$ cat src/rtl/cpu_pkg.sv
// Shared decode constants, issue bundle type and opcode classification for the
// decode/register-read stage.
package cpu_pkg;

  localparam int REG_ADDR_W = 5;

  localparam logic [5:0] OP_RTYPE = 6'h00;
  localparam logic [5:0] OP_ADDI  = 6'h08;
  localparam logic [5:0] OP_ANDI  = 6'h0C;
  localparam logic [5:0] OP_ORI   = 6'h0D;
  localparam logic [5:0] OP_LW    = 6'h23;
  localparam logic [5:0] OP_SW    = 6'h2B;
  localparam logic [5:0] OP_BEQ   = 6'h04;

  // Control half of the issued bundle; rd is kept because {rd,shamt,funct} is imm16.
  typedef struct packed {
    logic [5:0]            opcode;
    logic [5:0]            funct;
    logic [4:0]            shamt;
    logic [REG_ADDR_W-1:0] rd;
    logic [REG_ADDR_W-1:0] dest;
    logic                  illegal;
  } issue_bundle_t;

  typedef struct packed {
    logic                  reads_rs;
    logic                  reads_rt;
    logic [REG_ADDR_W-1:0] dest;
    logic                  illegal;
  } decode_t;

  function automatic decode_t decode_op(input logic [5:0] opcode,
                                        input logic [REG_ADDR_W-1:0] rt,
                                        input logic [REG_ADDR_W-1:0] rd);
    decode_t d;
    d = '0;
    case (opcode)
      OP_RTYPE: begin
        d.reads_rs = 1'b1;
        d.reads_rt = 1'b1;
        d.dest     = rd;
      end
      OP_ADDI, OP_ANDI, OP_ORI, OP_LW: begin
        d.reads_rs = 1'b1;
        d.dest     = rt;
      end
      OP_SW, OP_BEQ: begin
        d.reads_rs = 1'b1;
        d.reads_rt = 1'b1;
      end
      default: d.illegal = 1'b1;
    endcase
    return d;
  endfunction

endpackage

$ cat src/rtl/decode_issue_stage_if.sv
// Decoded-instruction input, writeback port and execute-side issue handshake.
// master = upstream/writeback/execute side, slave = the decode/issue stage.
interface decode_issue_stage_if #(parameter int DATA_W = 32);

  logic              in_valid;
  logic              in_ready;
  logic [5:0]        opcode;
  logic [4:0]        rs;
  logic [4:0]        rt;
  logic [4:0]        rd;
  logic [4:0]        shamt;
  logic [5:0]        funct;

  logic              wb_en;
  logic [4:0]        wb_addr;
  logic [DATA_W-1:0] wb_data;

  logic              ex_valid;
  logic              ex_ready;
  logic [5:0]        ex_opcode;
  logic [5:0]        ex_funct;
  logic [4:0]        ex_shamt;
  logic [DATA_W-1:0] ex_a;
  logic [DATA_W-1:0] ex_b;
  logic [DATA_W-1:0] ex_imm;
  logic [4:0]        ex_dest;
  logic              ex_illegal;

  modport master (
    output in_valid, opcode, rs, rt, rd, shamt, funct,
    output wb_en, wb_addr, wb_data,
    output ex_ready,
    input  in_ready,
    input  ex_valid, ex_opcode, ex_funct, ex_shamt, ex_a, ex_b, ex_imm, ex_dest, ex_illegal
  );

  modport slave (
    input  in_valid, opcode, rs, rt, rd, shamt, funct,
    input  wb_en, wb_addr, wb_data,
    input  ex_ready,
    output in_ready,
    output ex_valid, ex_opcode, ex_funct, ex_shamt, ex_a, ex_b, ex_imm, ex_dest, ex_illegal
  );

endinterface

$ cat src/rtl/decode_issue_stage_regfile_2r1w.sv
// Register file: two combinational read ports, one clocked write port,
// asynchronous reset, r0 hardwired to zero.
module regfile_2r1w
  import cpu_pkg::*;
#(
  parameter int DATA_W = 32,
  parameter int NREGS  = 32
) (
  input  logic                  clock,
  input  logic                  reset,
  input  logic [REG_ADDR_W-1:0] ra_addr,
  output logic [DATA_W-1:0]     ra_data,
  input  logic [REG_ADDR_W-1:0] rb_addr,
  output logic [DATA_W-1:0]     rb_data,
  input  logic                  we,
  input  logic [REG_ADDR_W-1:0] wa,
  input  logic [DATA_W-1:0]     wd
);

  logic [DATA_W-1:0] regs [NREGS];

  genvar gi;
  generate
    for (gi = 0; gi < NREGS; gi++) begin : g_reg
      if (gi == 0) begin : g_zero
        assign regs[gi] = '0;
      end else begin : g_flop
        logic [DATA_W-1:0] q_reg;
        always_ff @(posedge clock or posedge reset) begin
          if (reset) begin
            q_reg <= '0;
          end else if (we && wa == REG_ADDR_W'(gi)) begin
            q_reg <= wd;
          end
        end
        assign regs[gi] = q_reg;
      end
    end
  endgenerate

  assign ra_data = regs[ra_addr];
  assign rb_data = regs[rb_addr];

endmodule

$ cat src/rtl/decode_issue_stage.sv
// Decode/register-read/issue stage with RAW/WAW scoreboard and one-deep output register.
// Optional build macro WB_BYPASS_EN: same-cycle writeback forwarding into the issued operands.
module decode_issue_stage
  import cpu_pkg::*;
#(
  parameter int DATA_W = 32,
  parameter int NREGS  = 32
) (
  input logic               clock,
  input logic               reset,
  decode_issue_stage_if.slave bus
);

  decode_t           dec;
  logic [DATA_W-1:0] rf_a;
  logic [DATA_W-1:0] rf_b;
  logic [DATA_W-1:0] op_a;
  logic [DATA_W-1:0] op_b;
  logic [NREGS-1:0]  sb_reg;
  logic [NREGS-1:0]  sb_next;
  logic [NREGS-1:0]  sb_eff;
  logic [NREGS-1:0]  wb_clr;
  logic              wb_fire;
  logic              hazard;
  logic              out_free;
  logic              accept;

  issue_bundle_t     bundle_reg, bundle_next;
  logic [DATA_W-1:0] a_reg, a_next;
  logic [DATA_W-1:0] b_reg, b_next;
  logic              ex_valid_reg, ex_valid_next;

  assign dec = decode_op(bus.opcode, bus.rt, bus.rd);

  regfile_2r1w #(.DATA_W(DATA_W), .NREGS(NREGS)) u_regfile (
    .clock   (clock),
    .reset   (reset),
    .ra_addr (bus.rs),
    .ra_data (rf_a),
    .rb_addr (bus.rt),
    .rb_data (rf_b),
    .we      (wb_fire),
    .wa      (bus.wb_addr),
    .wd      (bus.wb_data)
  );

  assign wb_fire = bus.wb_en && (bus.wb_addr != '0);

  always_comb begin
    wb_clr = '0;
    if (wb_fire) wb_clr[bus.wb_addr] = 1'b1;
  end

`ifdef WB_BYPASS_EN
  // A writeback landing this cycle already resolves its pending bit and supplies the value.
  assign sb_eff = sb_reg & ~wb_clr;
  assign op_a   = (wb_fire && bus.wb_addr == bus.rs) ? bus.wb_data : rf_a;
  assign op_b   = (wb_fire && bus.wb_addr == bus.rt) ? bus.wb_data : rf_b;
`else
  assign sb_eff = sb_reg;
  assign op_a   = rf_a;
  assign op_b   = rf_b;
`endif

  // sb_reg[0] is never set, so r0 sources and dest=0 can never raise a hazard.
  assign hazard   = (dec.reads_rs && sb_eff[bus.rs]) ||
                    (dec.reads_rt && sb_eff[bus.rt]) ||
                    ((dec.dest != '0) && sb_eff[dec.dest]);
  assign out_free = !ex_valid_reg || bus.ex_ready;
  assign accept   = bus.in_valid && out_free && !hazard;
  assign bus.in_ready = out_free && !hazard;

  // Clear from writeback first, then set from issue, so a same-edge set wins.
  always_comb begin
    sb_next = sb_reg & ~wb_clr;
    if (accept && dec.dest != '0) sb_next[dec.dest] = 1'b1;
  end

  // Operands for sources the opcode does not read are issued as zero.
  always_comb begin
    ex_valid_next = ex_valid_reg;
    bundle_next   = bundle_reg;
    a_next        = a_reg;
    b_next        = b_reg;
    if (accept) begin
      ex_valid_next       = 1'b1;
      bundle_next.opcode  = bus.opcode;
      bundle_next.funct   = bus.funct;
      bundle_next.shamt   = bus.shamt;
      bundle_next.rd      = bus.rd;
      bundle_next.dest    = dec.dest;
      bundle_next.illegal = dec.illegal;
      a_next              = dec.reads_rs ? op_a : '0;
      b_next              = dec.reads_rt ? op_b : '0;
    end else if (out_free) begin
      ex_valid_next = 1'b0;
    end
  end

  always_ff @(posedge clock or posedge reset) begin
    if (reset) begin
      sb_reg       <= '0;
      ex_valid_reg <= 1'b0;
      bundle_reg   <= '0;
      a_reg        <= '0;
      b_reg        <= '0;
    end else begin
      sb_reg       <= sb_next;
      ex_valid_reg <= ex_valid_next;
      bundle_reg   <= bundle_next;
      a_reg        <= a_next;
      b_reg        <= b_next;
    end
  end

  assign bus.ex_valid   = ex_valid_reg;
  assign bus.ex_opcode  = bundle_reg.opcode;
  assign bus.ex_funct   = bundle_reg.funct;
  assign bus.ex_shamt   = bundle_reg.shamt;
  assign bus.ex_a       = a_reg;
  assign bus.ex_b       = b_reg;
  assign bus.ex_imm     = {{(DATA_W-16){bundle_reg.rd[4]}}, bundle_reg.rd,
                           bundle_reg.shamt, bundle_reg.funct};
  assign bus.ex_dest    = bundle_reg.dest;
  assign bus.ex_illegal = bundle_reg.illegal;

endmodule

$ cat src/flat_wrapper.sv
// flat-port wrapper written by rule: the top's interface ports become plain ports
module decode_issue_stage_flat import cpu_pkg::*;
#(
  parameter int DATA_W = 32,
  parameter int NREGS  = 32
)
  (clock, reset, bus_in_valid, bus_opcode, bus_rs, bus_rt, bus_rd, bus_shamt, bus_funct, bus_wb_en, bus_wb_addr, bus_wb_data, bus_ex_ready, bus_in_ready, bus_ex_valid, bus_ex_opcode, bus_ex_funct, bus_ex_shamt, bus_ex_a, bus_ex_b, bus_ex_imm, bus_ex_dest, bus_ex_illegal);
  decode_issue_stage_if #(.DATA_W(DATA_W)) bus_i ();
  input logic clock;
  input logic reset;
  input wire logic [$bits(bus_i.in_valid)-1:0] bus_in_valid;
  input wire logic [$bits(bus_i.opcode)-1:0] bus_opcode;
  input wire logic [$bits(bus_i.rs)-1:0] bus_rs;
  input wire logic [$bits(bus_i.rt)-1:0] bus_rt;
  input wire logic [$bits(bus_i.rd)-1:0] bus_rd;
  input wire logic [$bits(bus_i.shamt)-1:0] bus_shamt;
  input wire logic [$bits(bus_i.funct)-1:0] bus_funct;
  input wire logic [$bits(bus_i.wb_en)-1:0] bus_wb_en;
  input wire logic [$bits(bus_i.wb_addr)-1:0] bus_wb_addr;
  input wire logic [$bits(bus_i.wb_data)-1:0] bus_wb_data;
  input wire logic [$bits(bus_i.ex_ready)-1:0] bus_ex_ready;
  output wire logic [$bits(bus_i.in_ready)-1:0] bus_in_ready;
  output wire logic [$bits(bus_i.ex_valid)-1:0] bus_ex_valid;
  output wire logic [$bits(bus_i.ex_opcode)-1:0] bus_ex_opcode;
  output wire logic [$bits(bus_i.ex_funct)-1:0] bus_ex_funct;
  output wire logic [$bits(bus_i.ex_shamt)-1:0] bus_ex_shamt;
  output wire logic [$bits(bus_i.ex_a)-1:0] bus_ex_a;
  output wire logic [$bits(bus_i.ex_b)-1:0] bus_ex_b;
  output wire logic [$bits(bus_i.ex_imm)-1:0] bus_ex_imm;
  output wire logic [$bits(bus_i.ex_dest)-1:0] bus_ex_dest;
  output wire logic [$bits(bus_i.ex_illegal)-1:0] bus_ex_illegal;
  assign bus_i.in_valid = bus_in_valid;
  assign bus_i.opcode = bus_opcode;
  assign bus_i.rs = bus_rs;
  assign bus_i.rt = bus_rt;
  assign bus_i.rd = bus_rd;
  assign bus_i.shamt = bus_shamt;
  assign bus_i.funct = bus_funct;
  assign bus_i.wb_en = bus_wb_en;
  assign bus_i.wb_addr = bus_wb_addr;
  assign bus_i.wb_data = bus_wb_data;
  assign bus_i.ex_ready = bus_ex_ready;
  assign bus_in_ready = bus_i.in_ready;
  assign bus_ex_valid = bus_i.ex_valid;
  assign bus_ex_opcode = bus_i.ex_opcode;
  assign bus_ex_funct = bus_i.ex_funct;
  assign bus_ex_shamt = bus_i.ex_shamt;
  assign bus_ex_a = bus_i.ex_a;
  assign bus_ex_b = bus_i.ex_b;
  assign bus_ex_imm = bus_i.ex_imm;
  assign bus_ex_dest = bus_i.ex_dest;
  assign bus_ex_illegal = bus_i.ex_illegal;
  decode_issue_stage #(.DATA_W(DATA_W), .NREGS(NREGS)) u_core (.clock(clock), .reset(reset), .bus(bus_i));
endmodule
$ cat config.mk
export PLATFORM = sky130hd
export DESIGN_NAME = decode_issue_stage_flat
export DESIGN_NICKNAME = d
export VERILOG_FILES = /design/src/rtl/cpu_pkg.sv /design/src/rtl/decode_issue_stage_if.sv /design/src/rtl/decode_issue_stage_regfile_2r1w.sv /design/src/rtl/decode_issue_stage.sv /design/src/flat_wrapper.sv
export SDC_FILE = /design/constraint.sdc
export NUM_CORES = 2
export LEC_CHECK = 0
export ABC_AREA = 0
export BUFFER_PORTS_ARGS = -buffer_cell sky130_fd_sc_hd__buf_2
export CAP_MARGIN = 20
export CORE_ASPECT_RATIO = 1.2
export CORE_MARGIN = 2
export CORE_UTILIZATION = 40
export CTS_CLUSTER_DIAMETER = 40
export DETAILED_ROUTE_END_ITERATION = 6
export GPL_ROUTABILITY_DRIVEN = 0
export PLACE_DENSITY = 0.57
export SLEW_MARGIN = 10
export SYNTH_ARGS = -nofsm -noshare
export SYNTH_HDL_FRONTEND = slang
export SYNTH_SLANG_ARGS = --single-unit
$ cat constraint.sdc
create_clock -name clock -period 87 [get_ports clock]
set_input_delay 17.4 -clock clock [delete_from_list [all_inputs] [get_ports clock]]
set_output_delay 17.4 -clock clock [all_outputs]
set_load 0.02 [all_outputs]
==> metrics.txt <==
# TYPE chip_impl_metric gauge
chip_impl_info{name="outcome",value="finished clean"} 1
chip_impl_metric{name="groute.layer.met3.usage",unit="%"} 3.91
chip_impl_metric{name="area.sequential",unit="mm2"} 0.0280
chip_impl_info{name="synth_area_leaders",value="sky130_fd_sc_hd__dfrtp_1 (47%), sky130_fd_sc_hd__mux4_2 (23%), sky130_fd_sc_hd__mux2_2 (21%)"} 1
chip_impl_metric{name="finalSetupTns",unit="ns"} 0
chip_impl_metric{name="nets",unit=""} 3763
chip_impl_metric{name="finalCoreUtilization",unit="%"} 45.6
chip_impl_info{name="start_kind",value="input pin"} 1
chip_impl_info{name="tritoncts",value="yes"} 1
chip_impl_metric{name="finalWirelength",unit="mm"} 174
chip_impl_metric{name="clkSinkCount",unit=""} 1117
chip_impl_info{name="synthFlopType",value="sky130_fd_sc_hd__dfrtp_1"} 1
chip_impl_metric{name="fin_cells",unit=""} 5758
chip_impl_info{name="worst_hold_path.endpoint",value="u_core.sb_eff[0]"} 1
chip_impl_metric{name="number_of_global_route_vias_before_repair",unit=""} 36900
chip_impl_metric{name="post_dp_cell_area",unit="mm2"} 0.0614
chip_impl_metric{name="synth_seq_cells",unit=""} 1117
chip_impl_metric{name="layout_setup_ws",unit="ns"} 49.05
chip_impl_metric{name="fin_worst_skew",unit="ns"} 0.0288
chip_impl_metric{name="synth_enable_flop_cells",unit=""} 0
chip_impl_metric{name="post-dp-hpwl",unit="mm"} 93.3
chip_impl_metric{name="timing.hold.worst_path_depth",unit=""} 0
chip_impl_metric{name="synth.yosys.warnings",unit=""} 0
chip_impl_info{name="reg2reg_from",value="u_core.sb_eff[22]"} 1
chip_impl_metric{name="final_hold_viol_count",unit=""} 0
chip_impl_metric{name="power_leakage",unit="nW"} 28.9
chip_impl_metric{name="setup_viol",unit=""} 0
chip_impl_metric{name="postSynthAreaPerCell",unit="um2"} 15.9
chip_impl_metric{name="layout-drive-gt1-share",unit="%"} 59.8
chip_impl_metric{name="grt.total_usage",unit="%"} 23.4
chip_impl_metric{name="placed_cells_incl_taps",unit=""} 5485
chip_impl_metric{name="fillerInstances",unit=""} 12800
chip_impl_metric{name="route.detailed.drc",unit=""} 0
chip_impl_metric{name="drt-wirelength-per-cell",unit="um"} 30.2
chip_impl_info{name="type_of_the_most_critical_hold_path",value="register to register"} 1
chip_impl_metric{name="worst_r2r_path_cells",unit=""} 9
chip_impl_metric{name="ir_worst_vdd",unit="mV"} 0.0208
chip_impl_metric{name="die_area",unit="mm2"} 0.150
chip_impl_metric{name="final_critical_path_time_including_i_o_delays_and_setup",unit="ns"} 37.95
chip_impl_metric{name="global_route.usage.met2",unit="%"} 37.3
chip_impl_metric{name="slew_violations",unit=""} 0
chip_impl_metric{name="routed_via_density",unit=""} 6.13
chip_impl_info{name="path_cells",value="buf_8 -> buf_4 -> mux4_2 -> mux4_2 -> mux2i_1 -> or2_2 -> o311ai_1 -> nor2_1 -> buf_2"} 1
chip_impl_info{name="worst_path_max_delay_cell",value="sky130_fd_sc_hd__buf_4"} 1
chip_impl_metric{name="post_cts_buffers",unit=""} 0
chip_impl_metric{name="synthToLayoutAreaGrowth",unit="%"} 13.3
chip_impl_info{name="clk_root_buffer_cell",value="sky130_fd_sc_hd__clkbuf_16"} 1
chip_impl_metric{name="worst_setup_hold_path_clk_slew",unit="ns"} 0.05
chip_impl_metric{name="tightestPinTransition",unit="ns"} 1.15
chip_impl_metric{name="worst-endpoint-arrival",unit="ns"} 20.55
chip_impl_metric{name="flip_flop_count_of_the_largest_register_all_copies_and_words_added",unit=""} 992
chip_impl_metric{name="io_buffers",unit=""} 194
chip_impl_metric{name="h-tree-depth",unit=""} 4
chip_impl_metric{name="postSynthNetCount",unit=""} 3776
chip_impl_metric{name="floorplan.die.height",unit="um"} 424
chip_impl_metric{name="cts_inserted_buffers",unit=""} 149
chip_impl_metric{name="met1_usage",unit="%"} 33.0
chip_impl_metric{name="gate_count_after_technology_mapping",unit=""} 3702
chip_impl_info{name="timing.critical_path.to_type",value="output pin"} 1
chip_impl_metric{name="global_route_wire_length_before_repair",unit="mm"} 261
chip_impl_metric{name="ctsHoldBuffers",unit=""} 0
chip_impl_metric{name="fp_rows",unit=""} 154
chip_impl_metric{name="pin_count_of_the_biggest_net_entering_global_routing",unit=""} 160
chip_impl_info{name="global_route.peak_usage_layer",value="met2"} 1
chip_impl_metric{name="ant_nets",unit=""} 0
chip_impl_metric{name="fin_hold_ws",unit="ns"} 0.435
chip_impl_metric{name="yosys.area.top_type_share",unit="%"} 47.5
chip_impl_metric{name="relSlewSlack",unit="%"} 23.0
chip_impl_metric{name="max-cap-violations",unit=""} 0
chip_impl_metric{name="die_w",unit="um"} 354
chip_impl_metric{name="power.total",unit="mW"} 1.64
chip_impl_metric{name="number_of_antenna_violations_at_the_first_check_in_global_routing",unit=""} 10
chip_impl_info{name="worstHoldStart",value="u_core.sb_eff[0]"} 1
chip_impl_metric{name="start_util",unit="%"} 40.2
chip_impl_info{name="grt_setup_unrepaired",value="no"} 1
chip_impl_info{name="r2r-end",value="u_core.bus.ex_a[13]"} 1
chip_impl_metric{name="layout_worst_path_cycle_share",unit="%"} 43.6
chip_impl_metric{name="cts_repair_resize_count",unit=""} 0
chip_impl_info{name="worst-setup-path-type",value="input pin to output pin"} 1
chip_impl_metric{name="total_power_per_unit_cell_area",unit="mW/mm2"} 24.6
chip_impl_metric{name="mappedNetlistArea",unit="mm2"} 0.0589
chip_impl_metric{name="worst_path_max_fanout",unit=""} 48
chip_impl_metric{name="register_area_share_after_synthesis",unit="%"} 47.5
chip_impl_metric{name="timing.critical_path.slowest_cell_delay",unit="ns"} 0.85
chip_impl_metric{name="floorplan.core_area",unit="mm2"} 0.146
chip_impl_metric{name="critical_path.n_buffers_inverters",unit=""} 3
chip_impl_metric{name="multiInputGateArea",unit="mm2"} 0.0294
chip_impl_metric{name="bufs_on_longest_clock_path",unit=""} 3
chip_impl_info{name="synth_largest_area_cell",value="sky130_fd_sc_hd__dfrtp_1"} 1
chip_impl_metric{name="finalInstanceArea",unit="mm2"} 0.0667
chip_impl_metric{name="fmaxAchievable",unit="MHz"} 26.4
chip_impl_metric{name="r2r_slack",unit="ns"} 83.66
chip_impl_metric{name="worst_endpoint_required_time",unit="ns"} 69.60
chip_impl_metric{name="synth.lib_cells_used.distinct",unit=""} 51
chip_impl_info{name="critical_path.top_delay_family",value="buffers and inverters"} 1
chip_impl_metric{name="async_reset_ff_share",unit="%"} 100
chip_impl_metric{name="insertedDiodeCount",unit=""} 0
chip_impl_metric{name="route.vias.total",unit=""} 35300
chip_impl_metric{name="ioPinCount",unit=""} 195
chip_impl_info{name="crit_top_cell",value="sky130_fd_sc_hd__mux4_2"} 1
chip_impl_metric{name="drt_first_pass_iters",unit=""} 5
chip_impl_metric{name="detail_route.iter0.violations",unit=""} 2588
chip_impl_metric{name="dpl_worst_slack",unit="ns"} 48.96
chip_impl_metric{name="insertion_delay",unit="ns"} 0.80
chip_impl_metric{name="global_route.overflow_total",unit=""} 0
synth_stat cells, drive strengths merged (6+ instances only):
cell type and n:
o21ai 9, a22o 66, dfrtp 1117, nor2 85, mux2 1148, inv 11
nand2b 12, mux4 594, a211oi 13, o21bai 7, a21oi 13, o31ai 17
nand2 50, buf 158, or2 6, o32ai 8, o41ai 6, clkbuf 262
mux2i 68
kinds of logic (layout without fill, tap and decap cells):
kind of cell / after synthesis / after routing / synth area share [%]
AOI/OAI and AO/OA: 160 / 160 / 2.22
buffers and inverters: 431 / 537 / 3.05
DFF: 1117 / 1117 / 47.5
muxes: 1810 / 1810 / 45.8
and+or+nand+nor: 184 / 184 / 1.43
cell usage in the layout (no fill, tap or decap), drive strengths merged, types with 6 or more instances in the layout:
master / n
bufinv: 20
o21bai: 7
o41ai: 6
or2: 6
clkinvlp: 14
nand2b: 12
mux2: 1148
buf: 256
mux4: 594
a21oi: 13
mux2i: 68
nand2: 50
clkbuf: 180
o31ai: 17
a22o: 66
inv: 31
nor2: 85
clkinv: 36
o32ai: 8
o21ai: 9
dfrtp: 1117
a211oi: 13
how the worst max path moves through the flow:
stage / depth (start not counted) / to / slack (ns) / startpoint
3_3_place_gp: 9 / bus_in_ready / 48.99 / bus_rs[0]
3_5_place_dp: 9 / bus_in_ready / 48.96 / bus_rs[0]
4_1_cts: 9 / bus_in_ready / 48.96 / bus_rs[0]
6_report: 9 / bus_in_ready / 49.05 / bus_rs[0]
5_1_grt: 9 / bus_in_ready / 48.74 / bus_rs[0]
2_1_floorplan: 1 / u_core.bus.ex_a[0] / 38.15 / reset
worst reg2reg max path: stages, from the launching register on:
cell	delay [ns]
sky130_fd_sc_hd__dfrtp_1	0.48
sky130_fd_sc_hd__mux4_2	0.52
sky130_fd_sc_hd__mux4_2	0.47
sky130_fd_sc_hd__mux2i_1	0.14
sky130_fd_sc_hd__or2_2	0.13
sky130_fd_sc_hd__o311ai_1	0.13
sky130_fd_sc_hd__nor2_2	0.22
sky130_fd_sc_hd__o21ai_4	0.24
sky130_fd_sc_hd__buf_12	0.34
sky130_fd_sc_hd__mux2_2	0.56
power by group:
part | total [mW] | internal (mW) | switching (mW)
sequential | 0.685 | 0.616 | 0.0688
clock | 0.653 | 0.403 | 0.250
combinational | 0.304 | 0.188 | 0.117
total | 1.64 | 1.21 | 0.436
layout make-up:
| type | instances | share of cell area (%) |
|---|---|---|
| clock buffer | 180 | 6.22 |
| clock inverter | 90 | 1.72 |
| inverter | 11 | 0.0806 |
| multi-input combinational | 2154 | 44.0 |
| sequential | 1117 | 41.9 |
| tap | 1950 | 3.66 |
| timing repair buffer | 256 | 2.38 |
per-layer routing:
layer / vias up / part of all wire [%]
met5: - / 0.035
met4: 10 / 2.7
met3: 283 / 5.0
li1: 14400 / -
met1: 19600 / 45
met2: 995 / 48
Power figures use the tool's default switching activity.
